--- src/rtl/serial_word_assembler_pkg.sv ---
// Shared constants, state encoding and index helper for the serial word assembler.
package serial_word_assembler_pkg;

  localparam int unsigned WIDTH = 32;
  localparam int unsigned IDX_W = 5;

  localparam logic [IDX_W-1:0] LAST_IDX = IDX_W'(WIDTH - 1);

  typedef enum logic {
    ST_FILL = 1'b0,
    ST_HOLD = 1'b1
  } state_e;

  // Stream index k lands on word bit WIDTH-1-k (MSB-first), matching the read-side mux.
  function automatic logic [IDX_W-1:0] rev_idx(input logic [IDX_W-1:0] k);
    return LAST_IDX - k;
  endfunction

endpackage

--- src/rtl/serial_word_assembler_decoder_5_to_32.sv ---
// Index-plus-enable to one-hot per-bit write enables, with the reversed (MSB-first) mapping.
module decoder_5_to_32
  import serial_word_assembler_pkg::*;
(
  input  logic [IDX_W-1:0] i_idx,
  input  logic             i_en,
  output logic [WIDTH-1:0] o_en_c
);

  always_comb begin
    o_en_c = '0;
    if (i_en) begin
      o_en_c[rev_idx(i_idx)] = 1'b1;
    end
  end

endmodule

--- src/rtl/serial_word_assembler.sv ---
// Bit-serial to WIDTH-bit parallel assembler: one bit per valid/ready handshake, MSB-first.
module serial_word_assembler
  import serial_word_assembler_pkg::*;
(
  input  logic             clk,
  input  logic             rst_n,
  input  logic             flush,
  input  logic             in_valid,
  output logic             in_ready,
  input  logic             in_bit,
  output logic             out_valid,
  input  logic             out_ready,
  output logic [WIDTH-1:0] out_word,
  output logic [IDX_W-1:0] bit_idx
);

  state_e           r_state;
  logic [IDX_W-1:0] r_idx;
  logic [WIDTH-1:0] r_word;

  logic             w_accept;
  logic [WIDTH-1:0] w_wen;

  assign w_accept = in_valid && (r_state == ST_FILL);

  decoder_5_to_32 u_dec (
    .i_idx  (r_idx),
    .i_en   (w_accept),
    .o_en_c (w_wen)
  );

  // Flush outranks both the bit accept and the output handshake.
  always_ff @(posedge clk or negedge rst_n) begin
    if (!rst_n) begin
      r_state <= ST_FILL;
      r_idx   <= '0;
      r_word  <= '0;
    end else if (flush) begin
      r_state <= ST_FILL;
      r_idx   <= '0;
      r_word  <= '0;
    end else begin
      case (r_state)
        ST_FILL: begin
          if (w_accept) begin
            r_word <= (r_word & ~w_wen) | ({WIDTH{in_bit}} & w_wen);
            r_idx  <= r_idx + IDX_W'(1);
            if (r_idx == LAST_IDX) begin
              r_state <= ST_HOLD;
            end
          end
        end
        ST_HOLD: begin
          if (out_ready) begin
            r_state <= ST_FILL;
            r_word  <= '0;
            r_idx   <= '0;
          end
        end
        default: begin
          r_state <= ST_FILL;
        end
      endcase
    end
  end

  assign in_ready  = (r_state == ST_FILL);
  assign out_valid = (r_state == ST_HOLD);
  assign out_word  = r_word;
  assign bit_idx   = r_idx;

endmodule

--- config.mk ---
export PLATFORM = sky130hd
export DESIGN_NAME = serial_word_assembler
export DESIGN_NICKNAME = d
export VERILOG_FILES = /design/src/rtl/serial_word_assembler_pkg.sv /design/src/rtl/serial_word_assembler_decoder_5_to_32.sv /design/src/rtl/serial_word_assembler.sv
export SDC_FILE = /design/constraint.sdc
export NUM_CORES = 1
export LEC_CHECK = 0
export BUFFER_PORTS_ARGS = -buffer_cell sky130_fd_sc_hd__buf_2
export CORE_ASPECT_RATIO = 0.6
export CORE_MARGIN = 1.5
export CORE_UTILIZATION = 55
export DETAILED_ROUTE_END_ITERATION = 12
export GPL_ROUTABILITY_DRIVEN = 0
export PLACE_DENSITY = 0.82
export SKIP_LAST_GASP = 1
export SLEW_MARGIN = 20
export SYNTH_ARGS = -nofsm -noshare
export SYNTH_HDL_FRONTEND = slang
export SYNTH_SLANG_ARGS = --single-unit
--- constraint.sdc ---
create_clock -name clk -period 1.9 [get_ports clk]
set_input_delay 0.38 -clock clk [delete_from_list [all_inputs] [get_ports clk]]
set_output_delay 0.38 -clock clk [all_outputs]
set_load 0.02 [all_outputs]
==> results of run 1 <==
==> through the flow <==
| step | hold slack (ns) | setup slack (ns) | utilization [%] | instance area (um2) |
|---|---|---|---|---|
| after floorplan | 0.0844 | 0.161 | - | 2380 |
| after global placement | 0.358 | 0.241 | 62.9 | 2590 |
| after detailed placement | 0.355 | 0.181 | 62.9 | 2590 |
| after CTS | 0.0328 | 0.186 | 65.1 | 2680 |
| after global routing | 0.0569 | 0.0374 | 65.2 | 2690 |
| final | 0.0190 | 0.163 | 65.2 | 2690 |
==> metal layers <==
metal	global-route usage [%]	up-vias
li1	-	958
met1	41.0	1016
met2	35.5	86
met3	6.75	8
met4	7.14	0
met5	0	-
==> flip-flops by register name, indices dropped and copies added, names as in the netlist <==
signal / cells
out_word: 32
out_valid: 1
bit_idx: 5
==> what timing repair did <==
item | in CTS | in global routing
buffers inserted | 0 | 0
setup endpoints to repair | 0 | 3
resized for setup | 0 | 2
==> critical path: stages, from the launching register on <==
cell and delay, ns:
dfrtp_1 0.46, ha_1 0.53, and3_1 0.23, ha_1 0.22
a22o_1 0.19
==> cells in the final DEF (no fill, tap or decap), drive strengths merged, types with 4 or more instances in the layout <==
| master | n |
|---|---|
| a21o | 4 |
| inv | 4 |
| clkbuf | 7 |
| dfrtp | 38 |
| nor4b | 4 |
| and4b | 12 |
| o22ai | 32 |
| nor4bb | 12 |
| and4 | 5 |
| a32o | 6 |
| ha | 5 |
| nor2b | 5 |
| nor3 | 4 |
| o2bb2ai | 22 |
| buf | 56 |
| nand2 | 10 |
==> report_power, final <==
| group | total, mW | internal, mW | switching, mW |
|---|---|---|---|
| combinational | 0.218 | 0.0828 | 0.135 |
| sequential | 0.823 | 0.815 | 0.00847 |
| clock | 0.587 | 0.293 | 0.294 |
| total | 1.63 | 1.19 | 0.438 |
==> cell type report <==
class	count	area, um2	share of cell area, %
Clock buffer	7	86.3	3.21
Clock inverter	1	5.00	0.186
Inverter	4	15.0	0.558
Multi-Input combinational cell	152	1230	45.9
Sequential cell	38	951	35.4
Tap cell	60	75.1	2.79
Timing Repair Buffer	56	323	12.0
==> logic make-up (layout without fill, tap and decap cells) <==
group           count (synthesis)  after routing  synth area share, %
simple gates                   72             72                 23.3
buf+inv                        34             68                 8.46
fa+ha+maj                       5              5                 2.63
mux                             2              2                 1.10
flops                          38             38                 39.9
compound gates                 73             73                 24.6
==> how the worst min path moves through the flow <==
stage	startpoint	end	slack, ns	cells past startpoint
3_5_place_dp	rst_n	out_word[14]$_DFFE_PN0P_	0.35	1
3_3_place_gp	rst_n	out_word[14]$_DFFE_PN0P_	0.36	1
4_1_cts	rst_n	bit_idx[4]$_DFFE_PN0P_	0.03	1
6_report	rst_n	out_word[14]$_DFFE_PN0P_	0.02	1
2_1_floorplan	rst_n	bit_idx[0]$_DFFE_PN0P_	0.08	0
5_1_grt	rst_n	out_word[14]$_DFFE_PN0P_	0.06	1
==> out/qor.yml, run 1 <==
place:
  place_inst: 310
  numPortBuffers: 44
  dp_hpwl_um: 3920
job:
  cap_viol_max_count: 0
cells_and_area:
  area_delta_synth_final_pct: 12.9
  fillers: 342
  drive_gt1_share_pct: 29.1
  final_cells: 318
  fin_nets: 268
  antenna_cells: 0
synthesis:
  synth_top_area_share_pct: 39.9
  yosysTopAreaCell: "dfrtp_1"
  postSynthNetCount: 235
  syn_inst: 224
  synthFlopType: "dfrtp_1"
  yosysMostFrequentCell: "dfrtp_1"
  ys_types: 39
  synthesis.area_um2: 2380
  syn_avg_cell_area_um2: 10.6
  ys_async_sr_fraction_pct: 100
  synth-seq-cells: 38
  yosys_warnings: 0
  synth_edf_count: 0
  synth_common_cells: "38 x dfrtp_1, 25 x o22ai_1, 22 x o2bb2ai_1"
  yosys-top-cells-area: "dfrtp_1 40%, o2bb2ai_1 8.1%, o22ai_1 6.6%"
  synth_seq_area_share_pct: 39.9
critical_path:
  r2r-end: "bit_idx[4]$_DFFE_PN0P_"
  startpoint: "bit_idx[1]$_DFFE_PN0P_"
  required_ns: 2.09
  r2r-start: "bit_idx[1]$_DFFE_PN0P_"
  startpoint_type: "flip-flop"
  arrival_ns: 1.93
  end_kind: "flip-flop"
  critical_path_class: "flip-flop to flip-flop"
  r2r_setup_slack_ns: 0.16
  cp_max_fo: 17
  rr_worst_depth: 4
  critPathCapture: "bit_idx[4]$_DFFE_PN0P_"
detailed_routing:
  drtIter0Drc: 195
  drc: 0
  firstDrtPassIters: 4
  drt-vias-per-instance: 6.50
  vias: 2068
  wl_um: 5750
  wl_per_cell_um: 18.1
  wl_met2_um: 2310
  wl_met3_um: 449
  antenna_left: 0
  wl_met1_um: 2940
  highest_layer: "met4"
sta:
  tns_ns: 0
  slew_headroom_pct: 64.8
  fin_skew_ns: 0.00914
  worst_pin_slew_ns: 0.529
  period_share_pct: 91.4
  slew_violations: 0
  finalHoldViolations: 0
  setup_violations: 0
  max_freq_mhz: 576
  fin_crit_ns: 1.74
  rsz0062_at_grt: "no"
global_routing:
  grt_max_degree: 34
  grt_pass1_wl_um: 9290
  antenna_found_initial: 0
  grt_pass1_vias: 1792
  track_usage_pct: 26.4
  grt_overflow: 0
floorplanning:
  die_w_um: 87.9
  io_pins: 45
  dieArea_um2: 4750
  rows: 18
  initial_core_util_pct: 57.8
  die_h_um: 54.0
  core_area_um2: 4120
cts:
  cts_tree: "yes"
  clock-sinks: 38
  hold_buffers: 0
  insertion_delay_ns: 0.30
  root_buffer: "clkbuf_8"
  htreeDepth: 2
  clkTransAtPathRegs_ns: 0.08
  clk_path_buf_depth: 2
  cts_buffers: 5
status:
  status: "finished clean"
pwr:
  peakVddDrop_mv: 0.472
  p_leak_nw: 1.27
  p_per_area_nw_per_um2: 606
  finalPower_mw: 1.63
worst_hold_path:
  hp-class: "input pin to asynchronous set/reset pin"
Power figures use the tool's default switching activity.
==> run 2: changes to the inputs <==
--- a/config.mk
+++ b/config.mk
@@ -6,7 +6,7 @@
 export NUM_CORES = 1
 export LEC_CHECK = 0
 export BUFFER_PORTS_ARGS = -buffer_cell sky130_fd_sc_hd__buf_2
-export CORE_ASPECT_RATIO = 0.6
+export CORE_ASPECT_RATIO = 1.25
 export CORE_MARGIN = 1.5
 export CORE_UTILIZATION = 55
 export DETAILED_ROUTE_END_ITERATION = 12
==> run 2 against run 1 <==
Net effect:
- fmax rose by 0.95%
- largest power group unchanged
- sequential cell count did not move
- register-to-register slack gained 0.02 ns
- critical path depth is 1 higher
==> out/qor.yml, run 2 (synthesis gave the netlist of run 1 again) <==
critical_path:
  worstPathCellList: "inv_1 -> ha_1 -> nor4bb_1 -> o22ai_1 -> o2bb2ai_1"
  arrival_ns: 1.88  # -0.05 ns
  r2r_setup_slack_ns: 0.18  # +0.02 ns
  cpPeakStageDelay_ns: 0.44  # -0.09 ns
  crit_slowest_cell: "ha_1"
  required_ns: 2.06  # -0.03 ns
  rr_worst_depth: 5  # +1
  path_buf_inv: 1  # +1
  critical_path_class: "flip-flop to flip-flop"
  r2r-start: "bit_idx[0]$_DFFE_PN0P_"
  startpoint_type: "flip-flop"
  cp_max_fo: 14  # -3
  end_kind: "flip-flop"
  r2r-end: "out_word[21]$_DFFE_PN0P_"
  cpLargestDelayFamily: "adder cells"
detailed_routing:
  wl_per_cell_um: 17.6  # -2.4%
  antenna_left: 0  # unchanged
  drtIter0Drc: 110  # -44%
  drt-vias-per-instance: 6.46  # -0.73%
  vias: 2027  # -2.0%
  drc: 0  # unchanged
  wl_um: 5540  # -3.6%
  firstDrtPassIters: 4  # unchanged
pwr:
  peakVddDrop_mv: 0.391  # -17%
  finalPower_mw: 1.70  # +4.5%
  p_leak_nw: 1.27  # +0.16%
  p_per_area_nw_per_um2: 630  # +4.1%
global_routing:
  track_usage_pct: 25.5  # -0.91 points
  grt_pass1_wl_um: 9380  # +0.97%
  antenna_found_initial: 0  # unchanged
  grt_overflow: 0  # unchanged
  grt_max_degree: 39  # +15%
  grt_pass1_vias: 1979  # +10%
sta:
  rsz0062_at_grt: "no"
  finalHoldViolations: 0  # unchanged
  slew_headroom_pct: 67.1  # +2.3 points
  max_freq_mhz: 581  # +0.95%
  fin_skew_ns: 0.00438  # -0.00476 ns
  slew_violations: 0  # unchanged
  setup_violations: 0  # unchanged
  tns_ns: 0  # unchanged
  period_share_pct: 90.5  # -0.86 points
  worst_pin_slew_ns: 0.494  # -0.0347 ns
  fin_crit_ns: 1.72  # -0.0163 ns
cts:
  cts_tree: "yes"
  insertion_delay_ns: 0.28  # -0.02 ns
  clock-sinks: 38  # unchanged
  clkTransAtPathRegs_ns: 0.07  # about the same
  clk_path_buf_depth: 2  # unchanged
  root_buffer: "clkbuf_8"
  hold_buffers: 0  # unchanged
  cts_buffers: 5  # unchanged
  htreeDepth: 2  # unchanged
place:
  numPortBuffers: 44  # unchanged
  placed_area_um2: 2590  # -0.19%
  dp_hpwl_um: 3610  # -7.9%
  place_inst: 306  # -1.3%
floorplanning:
  core_area_um2: 4130  # +0.24%
  die_w_um: 61.9  # -30%
  die_h_um: 76.6  # +42%
  io_pins: 45  # unchanged
  dieArea_um2: 4740  # -0.22%
  rows: 26  # +8
  initial_core_util_pct: 57.6  # -0.14 points
cells_and_area:
  antenna_cells: 0  # unchanged
  fillers: 344  # +0.58%
  largest_register_ffs: 32  # unchanged
  multi_input_area_um2: 1230  # unchanged
  mostFrequentLayoutCells: "44 x buf_2, 38 x dfrtp_1, 25 x o22ai_1"
  drive_gt1_share_pct: 28.7  # -0.39 points
  finalInstanceArea_um2: 2700  # +0.37%
  mostFrequentLayoutCell: "buf_2"
  final-seq-area_um2: 951  # unchanged
  fin_nets: 268  # unchanged
  area_delta_synth_final_pct: 13.3
  final_cells: 314  # -1.3%
job:
  cap_viol_max_count: 0  # unchanged
worst_hold_path:
  hp-class: "input pin to asynchronous set/reset pin"
status:
  status: "finished clean"
## run 2: through the flow
stage	hold slack [ns]	util, %	setup WS (ns)
6_report	0.130	65.3	0.180
5_1_grt	0.194	65.3	0.0277
4_1_cts	0.150	65.2	0.152
3_5_place_dp	0.461	62.6	0.157
3_3_place_gp	0.451	62.6	0.275
2_1_floorplan	0.0844	-	0.161
## run 2: metal layers
metal / GRT usage [%] / wire length [um] / vias to the layer above
li1: - / - / 957
met1: 35.9 / 2520 / 1008
met2: 37.9 / 2740 / 56
met3: 4.24 / 216 / 6
met4: 11.1 / 57 / 0
met5: 0 / 0 / -
## run 2: timing repair
item | 4_1_cts | 5_1_grt
resized for setup | 0 | 2
setup buffers | 0 | 0
setup endpoints to repair | 0 | 2
## run 2: layout make-up
cell class                 instances  share of cell area [%]
inverter                           4                   0.556
multi-input combinational        152                    45.7
clock inverter                     1                    1.11
tap                               56                    2.60
sequential                        38                    35.2
clock buffer                       7                    2.83
timing repair buffer              56                    12.0
## run 2: power breakdown
part	internal, mW	switching [mW]	leakage, nW
clock network	0.393	0.277	0.0524
logic	0.0778	0.132	0.689
registers	0.815	0.00739	0.529
total	1.29	0.416	1.27
## run 2: worst max-delay path by stage
stage	cells after the start	end	slack, ns	startpoint
after floorplan	5	bit_idx[4]$_DFFE_PN0P_	0.16	bit_idx[1]$_DFFE_PN0P_
after global placement	4	bit_idx[4]$_DFFE_PN0P_	0.27	bit_idx[1]$_DFFE_PN0P_
after detailed placement	5	out_word[23]$_DFFE_PN0P_	0.16	bit_idx[0]$_DFFE_PN0P_
after CTS	5	out_word[23]$_DFFE_PN0P_	0.15	bit_idx[0]$_DFFE_PN0P_
after global routing	5	out_word[21]$_DFFE_PN0P_	0.03	bit_idx[0]$_DFFE_PN0P_
final	5	out_word[21]$_DFFE_PN0P_	0.18	bit_idx[0]$_DFFE_PN0P_
==> run 3: changes to the inputs <==
--- a/config.mk
+++ b/config.mk
@@ -11,7 +11,7 @@
 export CORE_UTILIZATION = 55
 export DETAILED_ROUTE_END_ITERATION = 12
 export GPL_ROUTABILITY_DRIVEN = 0
-export PLACE_DENSITY = 0.82
+export PLACE_DENSITY = 0.79
 export SKIP_LAST_GASP = 1
 export SLEW_MARGIN = 20
 export SYNTH_ARGS = -nofsm -noshare
==> run 3 against run 2 <==
Net effect:
- sequential share of layout area grew 0.16 points
- cell count shrank 0.32%
- combinational power is essentially flat
- first-iteration DRC count grew 17%
- hold slack lost 0.084 ns
- sequential power is essentially flat
- register-to-register slack is essentially flat
- die area is the same
- clock skew grew 0.00067 ns
- critical path depth shrank 1
==> out/qor.yml, run 3 (synthesis gave the netlist of run 1 again) <==
sta:
  rsz0062_at_grt: "no"
  period_share_pct: 91.2  # +0.66 points
  setup_violations: 0  # unchanged
  tns_ns: 0  # unchanged
  max_freq_mhz: 577  # -0.73%
  fin_skew_ns: 0.00505  # +0.000671 ns
  worst_hold_slack_ns: 0.0452  # -0.0844 ns
  fin_crit_ns: 1.73  # +0.0126 ns
  finalHoldViolations: 0  # unchanged
  slew_violations: 0  # unchanged
  slew_headroom_pct: 66.1  # -0.98 points
  worst_pin_slew_ns: 0.509  # +0.0147 ns
cells_and_area:
  fillers: 335  # -2.6%
  fin_nets: 267  # -0.37%
  final-seq-area_um2: 951  # unchanged
  multi_input_area_um2: 1230  # -0.20%
  mostFrequentLayoutCell: "buf_2"
  drive_gt1_share_pct: 28.4  # -0.28 points
  antenna_cells: 0  # unchanged
  finalInstanceArea_um2: 2690  # -0.46%
  mostFrequentLayoutCells: "44 x buf_2, 38 x dfrtp_1, 25 x o22ai_1"
  largest_register_ffs: 32  # unchanged
  area_delta_synth_final_pct: 12.8
detailed_routing:
  drtIter0Drc: 129  # +17%
  drc: 0  # unchanged
  firstDrtPassIters: 4  # unchanged
  vias: 2017  # -0.49%
  wl_um: 5550  # +0.31%
  wl_per_cell_um: 17.7  # +0.63%
  antenna_left: 0  # unchanged
  drt-vias-per-instance: 6.44  # -0.18%
global_routing:
  grt_pass1_vias: 1946  # -1.7%
  track_usage_pct: 26.0  # +0.52 points
  grt_pass1_wl_um: 9540  # +1.6%
  grt_overflow: 0  # unchanged
  grt_max_degree: 39  # unchanged
  antenna_found_initial: 0  # unchanged
cts:
  insertion_delay_ns: 0.29  # about the same
  clk_path_buf_depth: 2  # unchanged
  cts_tree: "yes"
  clock-sinks: 38  # unchanged
  clkTransAtPathRegs_ns: 0.07  # about the same
  cts_buffers: 5  # unchanged
  root_buffer: "clkbuf_8"
  hold_buffers: 0  # unchanged
  htreeDepth: 2  # unchanged
worst_hold_path:
  hp-class: "input pin to asynchronous set/reset pin"
pwr:
  finalPower_mw: 1.60  # -5.8%
  p_per_area_nw_per_um2: 597  # -5.4%
  p_leak_nw: 1.27  # -0.13%
  peakVddDrop_mv: 0.491  # +26%
floorplanning:
  die_h_um: 76.6  # unchanged
  core_area_um2: 4130  # unchanged
  initial_core_util_pct: 57.6  # unchanged
  die_w_um: 61.9  # unchanged
  dieArea_um2: 4740  # unchanged
  io_pins: 45  # unchanged
  rows: 26  # unchanged
critical_path:
  required_ns: 2.07  # about the same
  arrival_ns: 1.90  # +0.02 ns
  critPathMostFrequentCell: "ha_1"
  cpPeakStageDelay_ns: 0.52  # +0.08 ns
  cp_max_fo: 17  # +3
  startpoint_type: "flip-flop"
  end_kind: "flip-flop"
  worstPathCellList: "ha_1 -> and3_1 -> ha_1 -> a22o_1"
  critical_path_class: "flip-flop to flip-flop"
  crit_slowest_cell: "ha_1"
job:
  cap_viol_max_count: 0  # unchanged
place:
  placed_area_um2: 2590  # +0.19%
  dp_hpwl_um: 3620  # +0.21%
  numPortBuffers: 44  # unchanged
status:
  status: "finished clean"
-- run 3: cell count changes in the layout (fill, tap and decap cells not counted), sizes merged --
| cell | before | now |
|---|---|---|
| bufinv | 1 | 0 |
| clkinv | 0 | 1 |
| buf | 56 | 55 |
-- run 3: final timing paths --
kind	startpoint	endpoint	slack (ns)	cells after the start
worst max register to register	bit_idx[1]$_DFFE_PN0P_	bit_idx[4]$_DFFE_PN0P_	0.17	4
min in group clk	out_ready	bit_idx[2]$_DFFE_PN0P_	0.40	3
worst min register to register	out_word[30]$_DFFE_PN0P_	out_word[30]$_DFFE_PN0P_	0.48	1
worst max-delay path	bit_idx[1]$_DFFE_PN0P_	bit_idx[4]$_DFFE_PN0P_	0.17	4
max in group asynchronous	rst_n	out_word[9]$_DFFE_PN0P_	1.67	2
worst min-delay path	rst_n	out_word[30]$_DFFE_PN0P_	0.05	2
-- run 3: layer usage --
metal	GRT usage, %	vias up	wire length, um
li1	-	957	-
met1	37.0	998	2500
met2	39.7	55	2800
met4	7.66	0	64
met5	0	-	0
met3	4.75	7	193
-- run 3: critical path: cells and delay by family, from the launching register on --
family	cells	cell delay, ns
fa+ha+maj	2	0.74
compound gates	1	0.21
flops	1	0.45
simple gates	1	0.23
-- run 3: cell type report --
class,instances,area share [%]
well taps,56,2.61
clock buffers,7,3.21
clock inverters,1,0.186
multi-input cells,152,45.8
flip-flops and latches,38,35.4
repair buffers,55,12.2
inverters,4,0.559
-- run 3: power breakdown --
part	switching, mW	internal (mW)
clock network	0.275	0.293
registers	0.00734	0.815
logic	0.133	0.0794
total	0.416	1.19
-- run 3: timing repair --
item | CTS | global route
endpoints found under the setup margin | 0 | 3
buffers inserted | 0 | 0
resized for setup | 0 | 1
-- run 3: through the flow --
stage,cells,worst slack [ns],utilization (%)
after CTS,313,0.114,65.0
after floorplan,224,0.161,-
after detailed placement,305,0.115,62.7
after global routing,313,0.0302,65.0
final,313,0.167,65.0
after global placement,305,0.244,62.7
